<file path="src/rtl/image_pkg.sv">
// Shared types and default sizing for the pixel stream writer.
package image_pkg;

   typedef enum logic [1:0] {
      COLLECT = 2'd0,
      WRITE   = 2'd1,
      FULL    = 2'd2
   } state_e;

   localparam int DEF_BYTES_PER_PIXEL = 3;
   localparam int DEF_ADDR_W          = 18;
   localparam int DEF_NUM_PIXELS      = 66564;
   localparam int DEF_TIMEOUT_CYC     = 50000;

   // Counter width able to hold 0..limit-1, never narrower than one bit.
   function automatic int cnt_width(input int limit);
      return (limit > 1) ? $clog2(limit) : 1;
   endfunction

endpackage

</file>
<file path="src/rtl/pixel_stream_writer_byte_assembler.sv">
// Packs incoming bytes into one pixel word and flags the byte that completes it.
module byte_assembler
   import image_pkg::*;
#(
   parameter  int BYTES_PER_PIXEL = DEF_BYTES_PER_PIXEL,
   localparam int CNT_W           = cnt_width(BYTES_PER_PIXEL),
   localparam int WORD_W          = 8 * BYTES_PER_PIXEL
) (
   input  logic              clk,
   input  logic              rst,
   input  logic              clear,
   input  logic              accept,
   input  logic              lsb_first,
   input  logic [7:0]        byte_in,
   output logic [CNT_W-1:0]  byte_cnt,
   output logic [WORD_W-1:0] word_next,
   output logic              word_done
);

   localparam logic [CNT_W-1:0] LAST = CNT_W'(BYTES_PER_PIXEL - 1);

   logic [CNT_W-1:0]  cnt_q, cnt_d;
   logic [WORD_W-1:0] asm_q, asm_d;
   logic [CNT_W-1:0]  slot;

   // word_next already contains the current byte so the last byte can be
   // written straight out without waiting for the assembly register.
   always_comb begin
      slot      = lsb_first ? cnt_q : (LAST - cnt_q);
      word_next = asm_q;
      for (int i = 0; i < BYTES_PER_PIXEL; i++) begin
         if (accept && (slot == CNT_W'(i))) begin
            word_next[i*8 +: 8] = byte_in;
         end
      end
      word_done = accept && (cnt_q == LAST);
   end

   always_comb begin
      cnt_d = cnt_q;
      asm_d = asm_q;
      if (clear) begin
         cnt_d = '0;
         asm_d = '0;
      end else if (accept) begin
         asm_d = word_next;
         cnt_d = word_done ? '0 : (cnt_q + CNT_W'(1));
      end
   end

   always_ff @(posedge clk or posedge rst) begin
      if (rst) begin
         cnt_q <= '0;
         asm_q <= '0;
      end else begin
         cnt_q <= cnt_d;
         asm_q <= asm_d;
      end
   end

   assign byte_cnt = cnt_q;

endmodule

</file>
<file path="src/rtl/pixel_stream_writer.sv">
// Turns a byte stream into one memory write per pixel, with frame limit and stale-byte timeout.
//   state   | meaning
//   COLLECT | gathering bytes of the current pixel
//   WRITE   | en/we high for one clock, din/addr present the pixel
//   FULL    | frame complete, further bytes flag overflow
module pixel_stream_writer
   import image_pkg::*;
#(
   parameter int BYTES_PER_PIXEL = DEF_BYTES_PER_PIXEL,
   parameter int ADDR_W          = DEF_ADDR_W,
   parameter int NUM_PIXELS      = DEF_NUM_PIXELS,
   parameter int TIMEOUT_CYC     = DEF_TIMEOUT_CYC
) (
   input  logic                         clk,
   input  logic                         rst,
   input  logic [7:0]                   byte_received,
   input  logic                         rx_data_ready,
   input  logic                         frame_start,
   input  logic                         lsb_first,
   output logic                         en,
   output logic                         we,
   output logic [ADDR_W-1:0]            addr,
   output logic [8*BYTES_PER_PIXEL-1:0] din,
   output logic                         frame_done,
   output logic                         overflow,
   output logic                         timeout_drop
);

   localparam int WORD_W = 8 * BYTES_PER_PIXEL;
   localparam int CNT_W  = cnt_width(BYTES_PER_PIXEL);
   localparam int PIX_W  = cnt_width(NUM_PIXELS);
   localparam int IDLE_W = cnt_width(TIMEOUT_CYC + 1);
   localparam bit TO_EN  = (TIMEOUT_CYC > 0);

   localparam logic [PIX_W-1:0]  LAST_PIX = PIX_W'(NUM_PIXELS - 1);
   localparam logic [IDLE_W-1:0] TO_LIM   = IDLE_W'((TIMEOUT_CYC > 0) ? TIMEOUT_CYC - 1 : 0);

   state_e              state_q, state_d;
   logic [PIX_W-1:0]    pix_q, pix_d;
   logic [IDLE_W-1:0]   idle_q, idle_d;
   logic [ADDR_W-1:0]   addr_q, addr_d;
   logic [WORD_W-1:0]   din_q, din_d;
   logic                wr_q, wr_d;
   logic                frame_done_q, frame_done_d;
   logic                overflow_q, overflow_d;
   logic                timeout_drop_q, timeout_drop_d;

   logic                rx_ok, last_pix, accept, ovf_hit;
   logic                idle_run, timeout_hit, asm_clear;
   logic [PIX_W-1:0]    pix_inc;
   logic [CNT_W-1:0]    byte_cnt;
   logic [WORD_W-1:0]   word_next;
   logic                word_done;

   // A byte arriving while the final pixel is being written has no slot left
   // in the frame, so it is treated like a byte arriving in FULL.
   always_comb begin
      rx_ok       = rx_data_ready && !frame_start;
      last_pix    = (pix_q == LAST_PIX);
      pix_inc     = pix_q + PIX_W'(1);
      accept      = rx_ok && ((state_q == COLLECT) || ((state_q == WRITE) && !last_pix));
      ovf_hit     = rx_ok && ((state_q == FULL) || ((state_q == WRITE) && last_pix));
      idle_run    = TO_EN && (state_q == COLLECT) && (byte_cnt != '0)
                    && !rx_data_ready && !frame_start;
      timeout_hit = idle_run && (idle_q == TO_LIM);
   end

   assign asm_clear = frame_start || timeout_hit;

   byte_assembler #(
      .BYTES_PER_PIXEL (BYTES_PER_PIXEL)
   ) u_asm (
      .clk       (clk),
      .rst       (rst),
      .clear     (asm_clear),
      .accept    (accept),
      .lsb_first (lsb_first),
      .byte_in   (byte_received),
      .byte_cnt  (byte_cnt),
      .word_next (word_next),
      .word_done (word_done)
   );

   always_comb begin
      state_d        = state_q;
      pix_d          = pix_q;
      addr_d         = addr_q;
      din_d          = din_q;
      wr_d           = 1'b0;
      frame_done_d   = 1'b0;
      overflow_d     = overflow_q || ovf_hit;
      timeout_drop_d = timeout_hit;
      idle_d         = (idle_run && !timeout_hit) ? (idle_q + IDLE_W'(1)) : '0;

      unique case (state_q)
         COLLECT: begin
            if (word_done) begin
               state_d = WRITE;
               wr_d    = 1'b1;
               addr_d  = ADDR_W'(pix_q);
               din_d   = word_next;
            end
         end
         WRITE: begin
            if (last_pix) begin
               state_d      = FULL;
               frame_done_d = 1'b1;
            end else begin
               pix_d = pix_inc;
               // Single-byte pixels can complete again while still in WRITE.
               if (word_done) begin
                  wr_d   = 1'b1;
                  addr_d = ADDR_W'(pix_inc);
                  din_d  = word_next;
               end else begin
                  state_d = COLLECT;
               end
            end
         end
         FULL: begin
            state_d = FULL;
         end
         default: begin
            state_d = COLLECT;
         end
      endcase

      if (frame_start) begin
         state_d        = COLLECT;
         pix_d          = '0;
         idle_d         = '0;
         wr_d           = 1'b0;
         frame_done_d   = 1'b0;
         overflow_d     = 1'b0;
         timeout_drop_d = 1'b0;
      end
   end

   always_ff @(posedge clk or posedge rst) begin
      if (rst) begin
         state_q        <= COLLECT;
         pix_q          <= '0;
         idle_q         <= '0;
         addr_q         <= '0;
         din_q          <= '0;
         wr_q           <= 1'b0;
         frame_done_q   <= 1'b0;
         overflow_q     <= 1'b0;
         timeout_drop_q <= 1'b0;
      end else begin
         state_q        <= state_d;
         pix_q          <= pix_d;
         idle_q         <= idle_d;
         addr_q         <= addr_d;
         din_q          <= din_d;
         wr_q           <= wr_d;
         frame_done_q   <= frame_done_d;
         overflow_q     <= overflow_d;
         timeout_drop_q <= timeout_drop_d;
      end
   end

   assign en           = wr_q;
   assign we           = wr_q;
   assign addr         = addr_q;
   assign din          = din_q;
   assign frame_done   = frame_done_q;
   assign overflow     = overflow_q;
   assign timeout_drop = timeout_drop_q;

endmodule

</file>
<file path="config.mk">
export PLATFORM = sky130hd
export DESIGN_NAME = pixel_stream_writer
export DESIGN_NICKNAME = d
export VERILOG_FILES = /design/src/rtl/image_pkg.sv /design/src/rtl/pixel_stream_writer_byte_assembler.sv /design/src/rtl/pixel_stream_writer.sv
export SDC_FILE = /design/constraint.sdc
export NUM_CORES = 1
export LEC_CHECK = 0
export CAP_MARGIN = 0
export CORE_UTILIZATION = 60
export CTS_BUF_LIST = sky130_fd_sc_hd__clkbuf_4 sky130_fd_sc_hd__clkbuf_8
export DETAILED_ROUTE_END_ITERATION = 10
export PLACE_DENSITY = 0.85
export SYNTH_ARGS = -nofsm -noshare
export SYNTH_HDL_FRONTEND = slang
export SYNTH_SLANG_ARGS = --single-unit
</file>
<file path="constraint.sdc">
create_clock -name clk -period 10.15 [get_ports clk]
set_clock_uncertainty 0.1 [all_clocks]
set_input_delay 1.015 -clock clk [delete_from_list [all_inputs] [get_ports clk]]
set_output_delay 1.015 -clock clk [all_outputs]
set_load 0.05 [all_outputs]
</file>
==> results of run 1 <==
-- layout by cell type (no fill, tap or decap), types with 9 or more instances in the layout --
master             n
mux2i_1           27
xor2_1            22
inv_1              9
nand2_1           61
nor2_1            42
nand3_1           10
dfrtp_1          106
xnor2_1            9
o21ai_0           42
clkdlybuf4s50_1   58
a22o_1            16
clkbuf_8          10
-- through the flow --
step	hold WS [ns]	setup WS [ns]	total power, mW	cell area [sq um]
after floorplan	0.355	6.25	0.532	4730
after global placement	0.361	6.44	0.564	5320
after detailed placement	0.370	6.36	0.567	5320
after CTS	0.393	6.72	0.804	5500
after global routing	0.418	6.42	0.831	5500
final	0.385	6.67	0.798	5500
-- flip-flops by register name, indices dropped and copies added (netlist names) --
| name | count |
|---|---|
| state_q | 2 |
| u_asm.byte_cnt | 2 |
| u_asm.asm_q | 24 |
| din | 24 |
| timeout_drop | 1 |
| overflow | 1 |
| pix_q | 17 |
| idle_q | 16 |
| en | 1 |
| frame_done | 1 |
| addr | 17 |
-- power by group through the flow --
| stage | Combinational (mW) | Clock, mW | Sequential (mW) |
|---|---|---|---|
| 2_1_floorplan | 0.0464 | 0 | 0.485 |
| 3_3_place_gp | 0.110 | 0 | 0.454 |
| 3_5_place_dp | 0.113 | 0 | 0.455 |
| 4_1_cts | 0.113 | 0.245 | 0.446 |
| 5_1_grt | 0.121 | 0.262 | 0.448 |
| 6_report | 0.112 | 0.239 | 0.446 |
-- critical path, stage by stage --
cell	delay (ns)
clkdlybuf4s50_1	0.83
nor2_1	0.36
and2_1	0.19
o21a_1	0.64
mux2i_4	0.46
a22o_1	0.19
-- routing by layer --
layer / share of wire / GRT usage / wire length, um / vias up
li1: - / - / - / 1581
met1: 0.48 / 0.355 / 4330 / 1581
met2: 0.47 / 0.347 / 4190 / 61
met3: 0.044 / 0.0539 / 394 / 7
met4: 0.010 / 0.0847 / 91 / 0
met5: 0 / 0 / 0 / -
-- cell families (layout without fill, tap and decap cells) --
kind of cell             count (synthesis)  in the layout  share of synthesized area
AO/OA/AOI/OAI                           73             73                      0.101
multiplexers                            30             30                     0.0714
AND/OR/NAND/NOR                        154            154                      0.159
buffers and inverters                   33             86                     0.0378
flip-flops                             106            106                      0.560
other                                    1              1                   0.000792
adder cells (fa/ha/maj)                  5              5                     0.0132
XOR/XNOR                                31             31                     0.0573
-- worst min-delay path by stage --
stage,startpoint,to,depth (start not counted)
global route,addr[9],addr[9],2
CTS,din[13],din[13],2
global placement,addr[0],addr[0],2
floorplan,idle_q[0],idle_q[0],1
finish,addr[7],addr[7],2
detailed placement,din[13],din[13],2
-- final cells by class --
class / count / area (sq um) / area share
clock buffer: 10 / 138 / 0.0250
sequential: 106 / 2650 / 0.482
timing repair buffer: 60 / 596 / 0.108
multi-input combinational: 294 / 1900 / 0.346
tap: 102 / 128 / 0.0232
inverter: 10 / 40.0 / 0.00728
clock inverter: 6 / 41.3 / 0.00751
==> run metrics, run 1 <==
status=finished clean; CP Max Fanout=22; clk root buf=clkbuf_8; Final Routed Wirelength=9000 um; Clock Power Share=0.300; crit path DAT=approximately 3.7 ns; largest net degree at the start of global routing=85; sequential area share after synthesis=0.560; Reg power frac=0.559; post-DR wirelength/cell=15.3 um; Die ar.=roughly 0.0083 sq mm; Syn Inst Count=433; Critical Path Sink=u_asm.asm_q[1]; Placer Congestion=approximately 0.84; final setup violation count=0; R2R cell count=6; ANT nets after route=0; Worst-Skew Late Latency=0.37 ns; Yosys warnings=0; row cnt=32; total track usage=0.239; via count=3230; CP startpoint=frame_start; Worst-Margin Slew=1.24 ns; dpl cells=around 570; IO Count=60; Area Overhead vs Synth=16.1%; Yosys top cell by area=dfrtp_1; H-tree Lvls=3; Pre-antenna DRT Iters=4; setup TNS=0 ns; DP HPWL=6030 um; Max-slew headroom=0.174; Post-synth EDFFs=0; Iter 0 DRT Violations=160; post-layout util=0.715; total global routing overflow=0; RSZ-0062 raised after global routing=no; combinational share of power=0.141; top cell type's share of synthesized area=0.560; Setup crit end kind=flip-flop; PortBufs=58; Seq cells post-synth=106; Max Slew Vio Count=0; number of global-route vias before repair=3131; HP Class=flip-flop to flip-flop; nets=499; die extent in x=90.8 um; Internal=about 0.57 mW; Post-CTS Setup Repair Bufs=0; die height=slightly above 90 um; number of inserted diodes=0; clk buf depth=2; Hold-fix buffers, CTS=0; CTS tree=done; PwrDens=145 mW/mm^2; FF-to-FF End=u_asm.asm_q[1]; layout cells sized above 1=0.0638; CTS sink count=106; dominant cell by count in the synthesized netlist=dfrtp_1; Via density=between 5 and 6; synth top area cells=dfrtp_1, mux2i_1, nand2_1, o21ai_0, xor2_1; Synth Cell Area=0.00473 sq mm; MaxCap Viol Count=0; layout filler cell count=594; Synth cell types=42; fmax=288 MHz; flop-to-flop setup slack=~7.6 ns; Starting Density=0.616; Commonest cells post-synth=dfrtp_1, nand2_1, nor2_1, o21ai_0, mux2i_1; first-pass GRT wire length=15200 um; Clk pin slew, worst setup/hold paths=0.09 ns; Switching Fraction=0.282; final hold vios=0; WP data required=10.36 ns; syn_nets=451; DR DRC count=0; leakage power=around 2.4 nW; initial antenna violation count=0; CP Class=primary input to flip-flop; post-route minimum period=around 3.5 ns; RR Startpoint=pix_q[0]; total CTS buffers=9; Net Switching=0.225 mW; maximum vdd drop=0.0771 mV; post_cts resized=0; Final Cycle Share=0.343; fin cells=588; Main synth FF type=dfrtp_1; Syn Area/Cell=10.9 sq um; Core ar.=0.00769 sq mm; CP startpoint kind=primary input; async set-or-reset flop fraction in the synthesized netlist=1.00
Note: power is estimated with default switching activity, not from simulation.
==> inputs of run 2 (changes only) <==
Settings changed: CORE_UTILIZATION 60 to 57, PLACE_DENSITY 0.85 to 0.82.
Clock period 10.15 ns to 3.4 ns, I/O delays scaled along.
==> run 2 against run 1 <==
- worst hold slack got worse by 0.097 ns
- via count rose by 1.1%
- sequential share of layout area fell by 0.70 points
- total power rose to 3.2 times the previous value
- first-iteration DRC count rose by 61%
- global-route usage fell by 0.67 points
==> run metrics, run 2 (synthesis gave the netlist of run 1 again) <==
clk buf depth=2; Final Routed Wirelength=9140 um; post-route minimum period=2.57 ns; Worst-Margin Slew=0.822 ns; Placer Congestion=0.836; row cnt=32; worst hold margin=0.288 ns; total placed instance area=0.00536 sq mm; first-pass GRT wire length=15500 um; setup TNS=0 ns; layout filler cell count=583; CTS sink count=106; die extent in x=93.1 um; final hold vios=0; Worst-Skew Late Latency=0.36 ns; leakage power=between 2 and 2.5 nW; most frequent cells in the layout=dfrtp_1, nand2_1, clkdlybuf4s50_1; nets=504; Final Cycle Share=0.756; CTS tree=done; CP bufs+invs=0; Max Slew Vio Count=0; R2R cell count=6; total global routing overflow=0; Largest stage delay, worst path=0.65 ns; most common cell after layout, fill and taps aside=dfrtp_1; CP Cell Sequence=ha_1 > and4bb_2 > nand4_2 > o21a_1 > mux2i_4 > a22o_1; post-DR wirelength/cell=15.4 um; CP Class=flip-flop to flip-flop; CP Max Fanout=16; largest net degree at the start of global routing=48; fmax=389 MHz; Clk pin slew, worst setup/hold paths=about 0.10 ns; CP top delay family=compound AO/OA/AOI/OAI gates; RSZ-0062 raised after global routing=no; WP depth=6; PortBufs=58; final setup violation count=0; HP Class=primary input to async pin; IO Count=60; DP HPWL=6530 um; clk root buf=clkbuf_8; ANT nets after route=0; number of global-route vias before repair=3192; die height=slightly above 90 um; number of inserted diodes=0; Pre-antenna DRT Iters=5; WP data required=between 3 and 4 ns; total CTS buffers=9; Final Cell Area=0.00558 sq mm; flop-to-flop setup slack=slightly above 0.8 ns; initial antenna violation count=0; Hold-fix buffers, CTS=0; H-tree Lvls=3; total track usage=0.232; Area Overhead vs Synth=17.8%; Via density=5.51; Iter 0 DRT Violations=258; Die ar.=about 0.0087 sq mm; maximum vdd drop=0.227 mV; status=finished clean; CP startpoint kind=flip-flop; Post-CTS Setup Repair Bufs=0; PwrDens=between 400 and 500 mW/mm^2; MaxCap Viol Count=0; via count=between 3000 and 4000; slowest CP cell=o21a_1; Core ar.=around 0.0079 sq mm; Max-slew headroom=0.452; Setup crit end kind=flip-flop; layout cells sized above 1=0.0733; post_cts resized=0; Starting Density=0.600; DR DRC count=0; crit path DAT=2.77 ns
## run 2: changes by cell type in the layout (fill, tap and decap cells not counted)
cell and delta:
clkinvlp_4 +1, clkinv_4 -1, inv_6 -1, buf_4 +5, clkbuf_4 +3, clkbuf_8 -1, clkinv_2 -3, bufinv_16 +2
## run 2: through the flow
| step | instances | setup slack [ns] | power [mW] | util |
|---|---|---|---|---|
| after detailed placement | 577 | 0.796 | 1.70 | 0.679 |
| final | 593 | 0.829 | 2.52 | 0.707 |
| after CTS | 593 | 0.839 | 2.54 | 0.707 |
| after global placement | 577 | 0.886 | 1.69 | 0.679 |
| after global routing | 593 | 0.680 | 2.62 | 0.707 |
| after floorplan | 433 | 0.171 | 1.59 | - |
## run 2: cell type report
cell class	instances	area (sq um)	share of cell area
inverter	10	40.0	0.00718
timing repair buffer	65	633	0.113
clock buffer	12	146	0.0262
sequential	106	2650	0.475
clock inverter	4	76.3	0.0137
tap	102	128	0.0229
multi-input combinational	294	1900	0.341
## run 2: worst paths after layout
kind,startpoint,end
max,pix_q[0],u_asm.asm_q[16]
min,rst,idle_q[6]
max reg2reg,pix_q[0],u_asm.asm_q[16]
min reg2reg,addr[5],addr[5]
max in group asynchronous,rst,u_asm.asm_q[7]
min in group clk,addr[5],addr[5]
## run 2: power breakdown
group | leakage, nW | switching [mW] | total (mW) | internal (mW)
Clock | 0.111 | 0.406 | 0.848 | 0.442
Sequential | 1.47 | 0.0272 | 1.33 | 1.31
Combinational | 0.848 | 0.220 | 0.341 | 0.120
Total | 2.43 | 0.654 | 2.52 | 1.87
## run 2: layer usage
| layer | global-route usage | part of all wire | routed length, um | vias up |
|---|---|---|---|---|
| li1 | - | - | - | 1587 |
| met1 | 0.342 | 0.46 | 4230 | 1584 |
| met2 | 0.357 | 0.47 | 4310 | 80 |
| met3 | 0.0439 | 0.051 | 464 | 14 |
| met4 | 0.0577 | 0.015 | 139 | 0 |
| met5 | 0 | 0 | 0 | - |
